<file path="config.mk">
export PLATFORM = sky130hd
export DESIGN_NAME = fir_serial_mac_flat
export DESIGN_NICKNAME = d
export VERILOG_FILES = /design/src/rtl/fir_serial_mac_if.sv /design/src/rtl/fir_serial_mac.sv /design/src/flat_wrapper.sv
export SDC_FILE = /design/constraint.sdc
export NUM_CORES = 2
export LEC_CHECK = 0
export BUFFER_PORTS_ARGS = -buffer_cell sky130_fd_sc_hd__buf_2
export CAP_MARGIN = 20
export CORE_MARGIN = 5
export CORE_UTILIZATION = 56
export DETAILED_ROUTE_END_ITERATION = 8
export PLACE_DENSITY = 0.73
export SLEW_MARGIN = 25
export SYNTH_ARGS = -nofsm -noshare
export SYNTH_HDL_FRONTEND = slang
export SYNTH_SLANG_ARGS = --single-unit
</file>
<file path="constraint.sdc">
create_clock -name clk -period 9.1 [get_ports clk]
set_clock_uncertainty 0.1 [all_clocks]
set_input_delay 0.455 -clock clk [delete_from_list [all_inputs] [get_ports clk]]
set_output_delay 0.455 -clock clk [all_outputs]
set_load 0.005 [all_outputs]
</file>
<file path="src/rtl/fir_serial_mac_if.sv">
// Sample-stream handshake and coefficient-write bundle for fir_serial_mac.
interface fir_serial_mac_if #(
  parameter int DW   = 12,
  parameter int CW   = 16,
  parameter int TAPS = 15
);
  localparam int AW = DW + CW + $clog2(TAPS);
  localparam int KW = $clog2(TAPS);

  logic                 in_valid;
  logic                 in_ready;
  logic signed [DW-1:0] in_data;
  logic                 out_valid;
  logic                 out_ready;
  logic signed [AW-1:0] out_data;
  logic                 coef_we;
  logic [KW-1:0]        coef_addr;
  logic signed [CW-1:0] coef_data;
  logic                 coef_err;

  modport master (
    output in_valid, in_data, out_ready, coef_we, coef_addr, coef_data,
    input  in_ready, out_valid, out_data, coef_err
  );

  modport slave (
    input  in_valid, in_data, out_ready, coef_we, coef_addr, coef_data,
    output in_ready, out_valid, out_data, coef_err
  );
endinterface

</file>
<file path="src/rtl/fir_serial_mac.sv">
// Time-multiplexed FIR: one shared multiply-accumulate, one tap per clock,
// runtime-loadable coefficients, valid/ready on both sample ports.
module fir_serial_mac #(
  parameter int DW   = 12,
  parameter int CW   = 16,
  parameter int TAPS = 15
) (
  input  logic            clk,
  input  logic            nreset,
  fir_serial_mac_if.slave bus
);
  localparam int AW = DW + CW + $clog2(TAPS);
  localparam int KW = $clog2(TAPS);
  localparam logic [KW:0]   TAPS_K = (KW+1)'(TAPS);
  localparam logic [KW-1:0] LAST_K = KW'(TAPS - 1);

  typedef enum logic [1:0] {IDLE, MAC, OUT} state_t;

  state_t state, state_next;

  logic signed [DW-1:0]    d [TAPS];
  logic signed [CW-1:0]    c [TAPS];
  logic signed [AW-1:0]    acc;
  logic [KW-1:0]           k;
  logic signed [DW+CW-1:0] prod;
  logic signed [AW-1:0]    prod_ext;
  logic signed [AW-1:0]    sum;
  logic                    accept;
  logic                    addr_ok;
  logic                    coef_wr;
  logic                    last;

  always_comb begin
    prod     = d[k] * c[k];
    prod_ext = {{(AW-DW-CW){prod[DW+CW-1]}}, prod};
    sum      = acc + prod_ext;
    last     = (k == LAST_K);
    accept   = (state == IDLE) && bus.in_ready && bus.in_valid;
    addr_ok  = ({1'b0, bus.coef_addr} < TAPS_K);
    coef_wr  = bus.coef_we && addr_ok && (state == IDLE);
  end

  always_comb begin
    state_next = state;
    unique case (state)
      IDLE:    if (accept)        state_next = MAC;
      MAC:     if (last)          state_next = OUT;
      OUT:     if (bus.out_ready) state_next = IDLE;
      default:                    state_next = IDLE;
    endcase
  end

  // in_ready is registered from the next state so in_valid never reaches it combinationally
  always_ff @(posedge clk or negedge nreset) begin
    if (!nreset) begin
      state         <= IDLE;
      k             <= '0;
      bus.in_ready  <= 1'b0;
      bus.out_valid <= 1'b0;
      bus.coef_err  <= 1'b0;
    end else begin
      state        <= state_next;
      bus.in_ready <= (state_next == IDLE);
      bus.coef_err <= bus.coef_we && !coef_wr;
      if (state == MAC && last)
        bus.out_valid <= 1'b1;
      else if (state == OUT && bus.out_ready)
        bus.out_valid <= 1'b0;
      if (accept)
        k <= '0;
      else if (state == MAC)
        k <= k + 1'b1;
    end
  end

  // A coefficient written in the acceptance cycle is already visible to tap 0 onward
  always_ff @(posedge clk or negedge nreset) begin
    if (!nreset) begin
      for (int i = 0; i < TAPS; i++) begin
        d[i] <= '0;
        c[i] <= '0;
      end
      acc          <= '0;
      bus.out_data <= '0;
    end else begin
      if (coef_wr)
        c[bus.coef_addr] <= bus.coef_data;
      if (accept) begin
        d[0] <= bus.in_data;
        for (int i = 1; i < TAPS; i++)
          d[i] <= d[i-1];
        acc <= '0;
      end else if (state == MAC) begin
        acc <= sum;
        if (last)
          bus.out_data <= sum;
      end
    end
  end
endmodule

</file>
<file path="src/flat_wrapper.sv">
// flat-port wrapper written by rule: the top's interface ports become plain ports
module fir_serial_mac_flat 
#(
  parameter int DW   = 12,
  parameter int CW   = 16,
  parameter int TAPS = 15
)
  (clk, nreset, bus_in_valid, bus_in_data, bus_out_ready, bus_coef_we, bus_coef_addr, bus_coef_data, bus_in_ready, bus_out_valid, bus_out_data, bus_coef_err);
  fir_serial_mac_if #(.DW(DW), .CW(CW), .TAPS(TAPS)) bus_i ();
  input  logic clk;
  input  logic nreset;
  input wire logic [$bits(bus_i.in_valid)-1:0] bus_in_valid;
  input wire logic [$bits(bus_i.in_data)-1:0] bus_in_data;
  input wire logic [$bits(bus_i.out_ready)-1:0] bus_out_ready;
  input wire logic [$bits(bus_i.coef_we)-1:0] bus_coef_we;
  input wire logic [$bits(bus_i.coef_addr)-1:0] bus_coef_addr;
  input wire logic [$bits(bus_i.coef_data)-1:0] bus_coef_data;
  output wire logic [$bits(bus_i.in_ready)-1:0] bus_in_ready;
  output wire logic [$bits(bus_i.out_valid)-1:0] bus_out_valid;
  output wire logic [$bits(bus_i.out_data)-1:0] bus_out_data;
  output wire logic [$bits(bus_i.coef_err)-1:0] bus_coef_err;
  assign bus_i.in_valid = bus_in_valid;
  assign bus_i.in_data = bus_in_data;
  assign bus_i.out_ready = bus_out_ready;
  assign bus_i.coef_we = bus_coef_we;
  assign bus_i.coef_addr = bus_coef_addr;
  assign bus_i.coef_data = bus_coef_data;
  assign bus_in_ready = bus_i.in_ready;
  assign bus_out_valid = bus_i.out_valid;
  assign bus_out_data = bus_i.out_data;
  assign bus_coef_err = bus_i.coef_err;
  fir_serial_mac #(.DW(DW), .CW(CW), .TAPS(TAPS)) u_core (.clk(clk), .nreset(nreset), .bus(bus_i));
endmodule
</file>
After elaboration in Yosys (flattened, before gate mapping)
Index checks and enable logic that the tools add are counted.
Word-level totals
  bits in registers: 493
  bits of input ports: 37
  output and inout bits: 35
  logic and storage cells: 83
Cells by class
  add/sub/neg operators: 2
  $mul: 1
  magnitude comparators: 4
  equal/unequal tests: 3
  multiplexer cells: 19
  bitwise gates (word level): 3
  reductions and logical operators: 14
Operators by type and width (number)
  bitwise mux 240 bit: 1
  binary-select mux 16 bit (select 4 bit): 1
  demux 16 bit (select 4 bit): 1
  two-way mux 32 bit: 2
  binary-select mux 12 bit (select 4 bit): 1
  two-way mux 16 bit: 3
  adder 32 x 28 -> 32 bit: 1
  multiplier 12 x 16 -> 28 bit: 1
  two-way mux 12 bit: 2
  greater-or-equal comparator 5 bit (second input constant): 2
  NOT 4 -> 5 bit: 2
  logical AND 1 bit: 8
  two-way mux 4 bit: 2
  two-way mux 2 bit: 3
  case mux 2 bit (3 select lines): 1
  less-than comparator 5 x 1 -> 1 bit (second input constant): 1
  adder 4 x 1 -> 4 bit (second input constant): 1
  == test 4 bit (second input constant): 1
  logical NOT 2 bit: 2
  less-than comparator 4 bit (second input constant): 1
  nonzero test 2 bit: 2
  AND reduction 3 bit: 1
  == test 2 x 1 -> 1 bit (second input constant): 1
  == test 2 bit (second input constant): 1
  other kinds (3): 4

Logic depth before layout (Yosys ltp)
  depth in word-level cells: 8
  depth in mapped cells: 31
  depth with buffers taken out: 28

Worst setup path before layout
OpenSTA, ideal clock, no wires.
  path kind: flip-flop to flip-flop
  from: register u_core.k[0]
  to: register u_core.acc[30]
  setup time: 0.126 ns
  arrival: 6.970 ns
  required time: 8.874 ns
  slack: 1.904 ns
  stages on the path, launching flop included: 24
  path buffers: 3
  period minus slack after synthesis: 7.196 ns
  path through: dfrtp_1 buf_4 buf_6 buf_4 mux4_2 mux2_2 o21ai_1 inv_1 nand2_1 fa_1 inv_1 fa_1 fa_1 fa_1 fa_1 ha_1 ha_1 a21o_1 a21o_1 a221o_1 nor3_1 a211o_1 o211ai_2 a311o_1
Between the ends
  cells in the longest elaborated chain, start to end: 8
  elaborated cells between the ends (all ways): 11
  classes of those cells: 1 x add/sub; 1 x mul; 8 x mux; 1 x bitwise
RTL lines
  from (decl): line fir_serial_mac.sv:24  | logic [KW-1:0] k;
  from (signal assigned): line fir_serial_mac.sv:72  | k <= k + 1'b1;
  NOT 4 -> 5 bit (not written as such) (*): line fir_serial_mac.sv:34  | prod = d[k] * c[k];
  binary-select mux 12 bit (select 4 bit) or binary-select mux 16 bit (select 4 bit) (tied branches): line fir_serial_mac.sv:34
  two-way mux 12 bit (not written as such) or two-way mux 16 bit (tied branches) (2 in a row): line fir_serial_mac.sv:34
  multiplier 12 x 16 -> 28 bit (*): line fir_serial_mac.sv:34
  adder 32 x 28 -> 32 bit (*): line fir_serial_mac.sv:36  | sum = acc + prod_ext;
  two-way mux 32 bit (*): line fir_serial_mac.sv:93  | end else if (state == MAC) begin
  two-way mux 32 bit (*): line fir_serial_mac.sv:88  | if (accept) begin
  to (signal assigned): line fir_serial_mac.sv:94  | acc <= sum;
  to (decl): line fir_serial_mac.sv:23  | logic signed [AW-1:0] acc;
Mark *: on every way between the ends. The rest lies on a longest branch, timed or not. The select of a mux whose other input is x is not followed.
A chain may end at the register's enable or synchronous reset.

Final worst setup path
Ends and elaborated chain as after synthesis.

==> run metrics <==
Chip Height=242 µm; Synth Instances=between 2k and 3k; asr flop ratio synth=1.00; RD Place Congestion=between 0.8 and 0.9; number of global-route vias before repair=20.9k; largest net degree at the start of global routing=116; P&R area growth vs syn=9.54%; CP max stage delay=between 0.7 and 0.8 ns; most used flip-flop cell after synthesis=dfrtp_1; Netlist Area Pre-Place=approximately 0.030 mm²; Fmax achieved=roughly 120 MHz; Final Max Slew Viols=0; Worst-Skew Late Latency=0.63 ns; CTS Root Cell=clkbuf_16; Congestion Overflow GR=0; cts repair resizes=0; status=finished, final reports clean; Crit Path Class=reg -> reg; critical path, cell by cell=buf_12 > mux4_2 > mux4_2 > nand2_1 > fa_1 > inv_1 > fa_1 > fa_1 > fa_1 > fa_1 > ha_1 > ha_1 > and4_1 > nand2_1 > a2111oi_4 > nor2_1 > a211o_1 > o211ai_2 > nor3_1 > a311o_1; Final Hold Viols=0; CTS tree=done; die area=just under 0.06 mm²; Crit path arrival time=between 8 and 9 ns; Critical-path top delay cell=dfrtp_4; clk buf depth=3; I/O Buffers=a little over 70; Yosys top cell area share=0.410; clk sinks=around 500; total of max-cap violations=0; Total Routed Length=approximately 66 mm; Die Wd=242 µm; synth top area cells=dfrtp_1 (41%), fa_1 (15%), mux2_2 (9.4%); nature of the critical path startpoint=register; Buffers & Inverters on Critical Path=2; fin crit period=8.30 ns; sequential element share of the synthesized area=0.410; DRT iter0 DRCs=about 1.5k; Setup Viol. Count Final=0; Final nets=between 3k and 4k; Worst Hold Class=in -> reg; placeable core area=0.0535 mm²; Largest delay share family, worst path=adder cells; Crit. End Element=register; syn_nets=3,056; most common cell after layout, fill and taps aside=nand2_1; period utilization=0.912; relative slew slack=0.264; GRT Overall Usage=0.232; Synthesis Warnings=0; first-pass GRT wire length=about 110 mm; cell taking the most area after synthesis=dfrtp_1; # IOs=a little over 70; post-route ant nets=0; RSZ-0062 raised after global routing=no; synth unique cells=55; initial antenna violation count=3; Remaining DRCs=0; number of enable flip-flop cells after synthesis=0; routed vias/inst=5.70; drt first pass iters=5; most frequent cells in the layout=nand2_1 (712), dfrtp_1 (489), mux2_2 (252); Num CTS Buffers=52; syn avg cell area=between 10 and 15 µm²; FP Rows=85; CP required=9.47 ns; DP Wirelength=about 45 mm; crit path max fanout=66; clock slew at reported path FFs=0.06 ns; vias=19.8k; H-tree levels=2; CP dominant cell by count=fa_1; Initial Utilization=0.562; layout cells sized above 1=0.207; drt wl/cell=approximately 19 µm; TNS Setup=0 ns; Slew @ Worst Pin=1.10 ns; flops & latches, synth=493
-- flip-flops by register name, summed over array words and instances (netlist names) --
register,cells
u_core.c,240
u_core.k,4
u_core.bus.coef_err,1
u_core.d,180
u_core.state,2
u_core.acc,32
u_core.bus.in_ready,1
u_core.bus.out_valid,1
u_core.bus.out_data,32
-- worst paths after layout --
path	from	end	slack, ns	depth (start not counted)
setup / recovery	u_core.k[0]$_DFFE_PN0P_	u_core.acc[30]$_DFFE_PN0P_	0.80	20
hold / removal	bus_out_ready	u_core.state[1]$_DFF_PN0_	0.07	4
setup reg to reg	u_core.k[0]$_DFFE_PN0P_	u_core.acc[30]$_DFFE_PN0P_	0.80	20
hold reg to reg	u_core.d[49]$_DFFE_PN0P_	u_core.d[37]$_DFFE_PN0P_	0.37	2
max in group asynchronous	nreset	u_core.c[31]$_DFFE_PN0P_	6.40	4
min in group asynchronous	nreset	u_core.d[119]$_DFFE_PN0P_	0.36	2
-- area by class of cell --
type	instances	area (µm²)
Inverter	205	769
Multi-Input combinational cell	1860	16300
Timing Repair Buffer	122	876
Antenna cell	1	2.50
Tap cell	696	871
Clock buffer	81	1550
Fill cell	4109	20600
Clock inverter	13	214
Sequential cell	493	12300
-- logic make-up after synthesis --
group / Yosys count / share of synthesized area
mux: 384 / 0.180
buf+inv: 358 / 0.0488
compound gates: 200 / 0.0411
flops: 493 / 0.410
simple gates: 935 / 0.127
fa+ha+maj: 308 / 0.184
xor+xnor: 33 / 0.00961
-- stage by stage --
stage | hold WS [ns] | util | worst slack, ns | instance area [µm²] | std cells
floorplan | 0.0594 | - | 1.90 | 30100 | 2711
global placement | 0.356 | 0.579 | 0.965 | 30900 | 3360
detailed placement | 0.365 | 0.579 | 0.799 | 31000 | 3361
CTS | 0.0354 | 0.615 | 0.750 | 32900 | 3469
global route | 0.0675 | 0.616 | 0.266 | 32900 | 3470
finish | 0.0656 | 0.616 | 0.802 | 32900 | 3471
-- worst reg2reg max path, delay by kind of cell (launching register included) --
kind / cells / cell delay [ns]
AO/OA/AOI/OAI: 4 / 1.11
adder cells (fa/ha/maj): 7 / 3.15
flip-flops: 1 / 0.77
buffers and inverters: 2 / 0.99
multiplexers: 2 / 1.27
AND/OR/NAND/NOR: 5 / 0.76
-- synth_stat cells (2+ instances only) --
cell and number:
a211o_1 3, a211oi_1 3, a21o_1 15, a21oi_1 34
a21oi_2 3, and2_1 14, and3_1 6, and4_1 2
buf_1 8, buf_2 36, buf_4 13, buf_6 4
clkbuf_1 92, dfrtp_1 493, fa_1 223, ha_1 85
inv_1 204, mux2_2 252, mux2i_1 32, mux4_2 100
nand2_1 717, nand2b_1 19, nand3_1 36, nand4_1 4
nor2_1 90, nor2_2 3, nor2b_1 27, nor3_1 5
nor3b_1 4, o211ai_1 12, o21a_1 8, o21ai_0 90
o21ai_1 10, o21ai_2 3, o21bai_1 4, o22ai_1 2
o31ai_1 3, or2_2 3, or4_1 2, xnor2_1 17
xor2_1 16
-- layer usage --
layer  up-vias  track usage  wire length, µm
met5         -            0               21
met4         4       0.0634             1730
met3       127       0.0411             3720
met2       536        0.376            31600
met1     10200        0.329            29300
li1       8931            -                -
-- what timing repair did --
item | in CTS | in global routing
setup buffers | 0 | 0
hold endpoints to repair | 105 | 0
hold buffers | 14 | 0
Power is not shown: default switching activity piles up to over one toggle a cycle in this logic, so the estimate is an artifact.
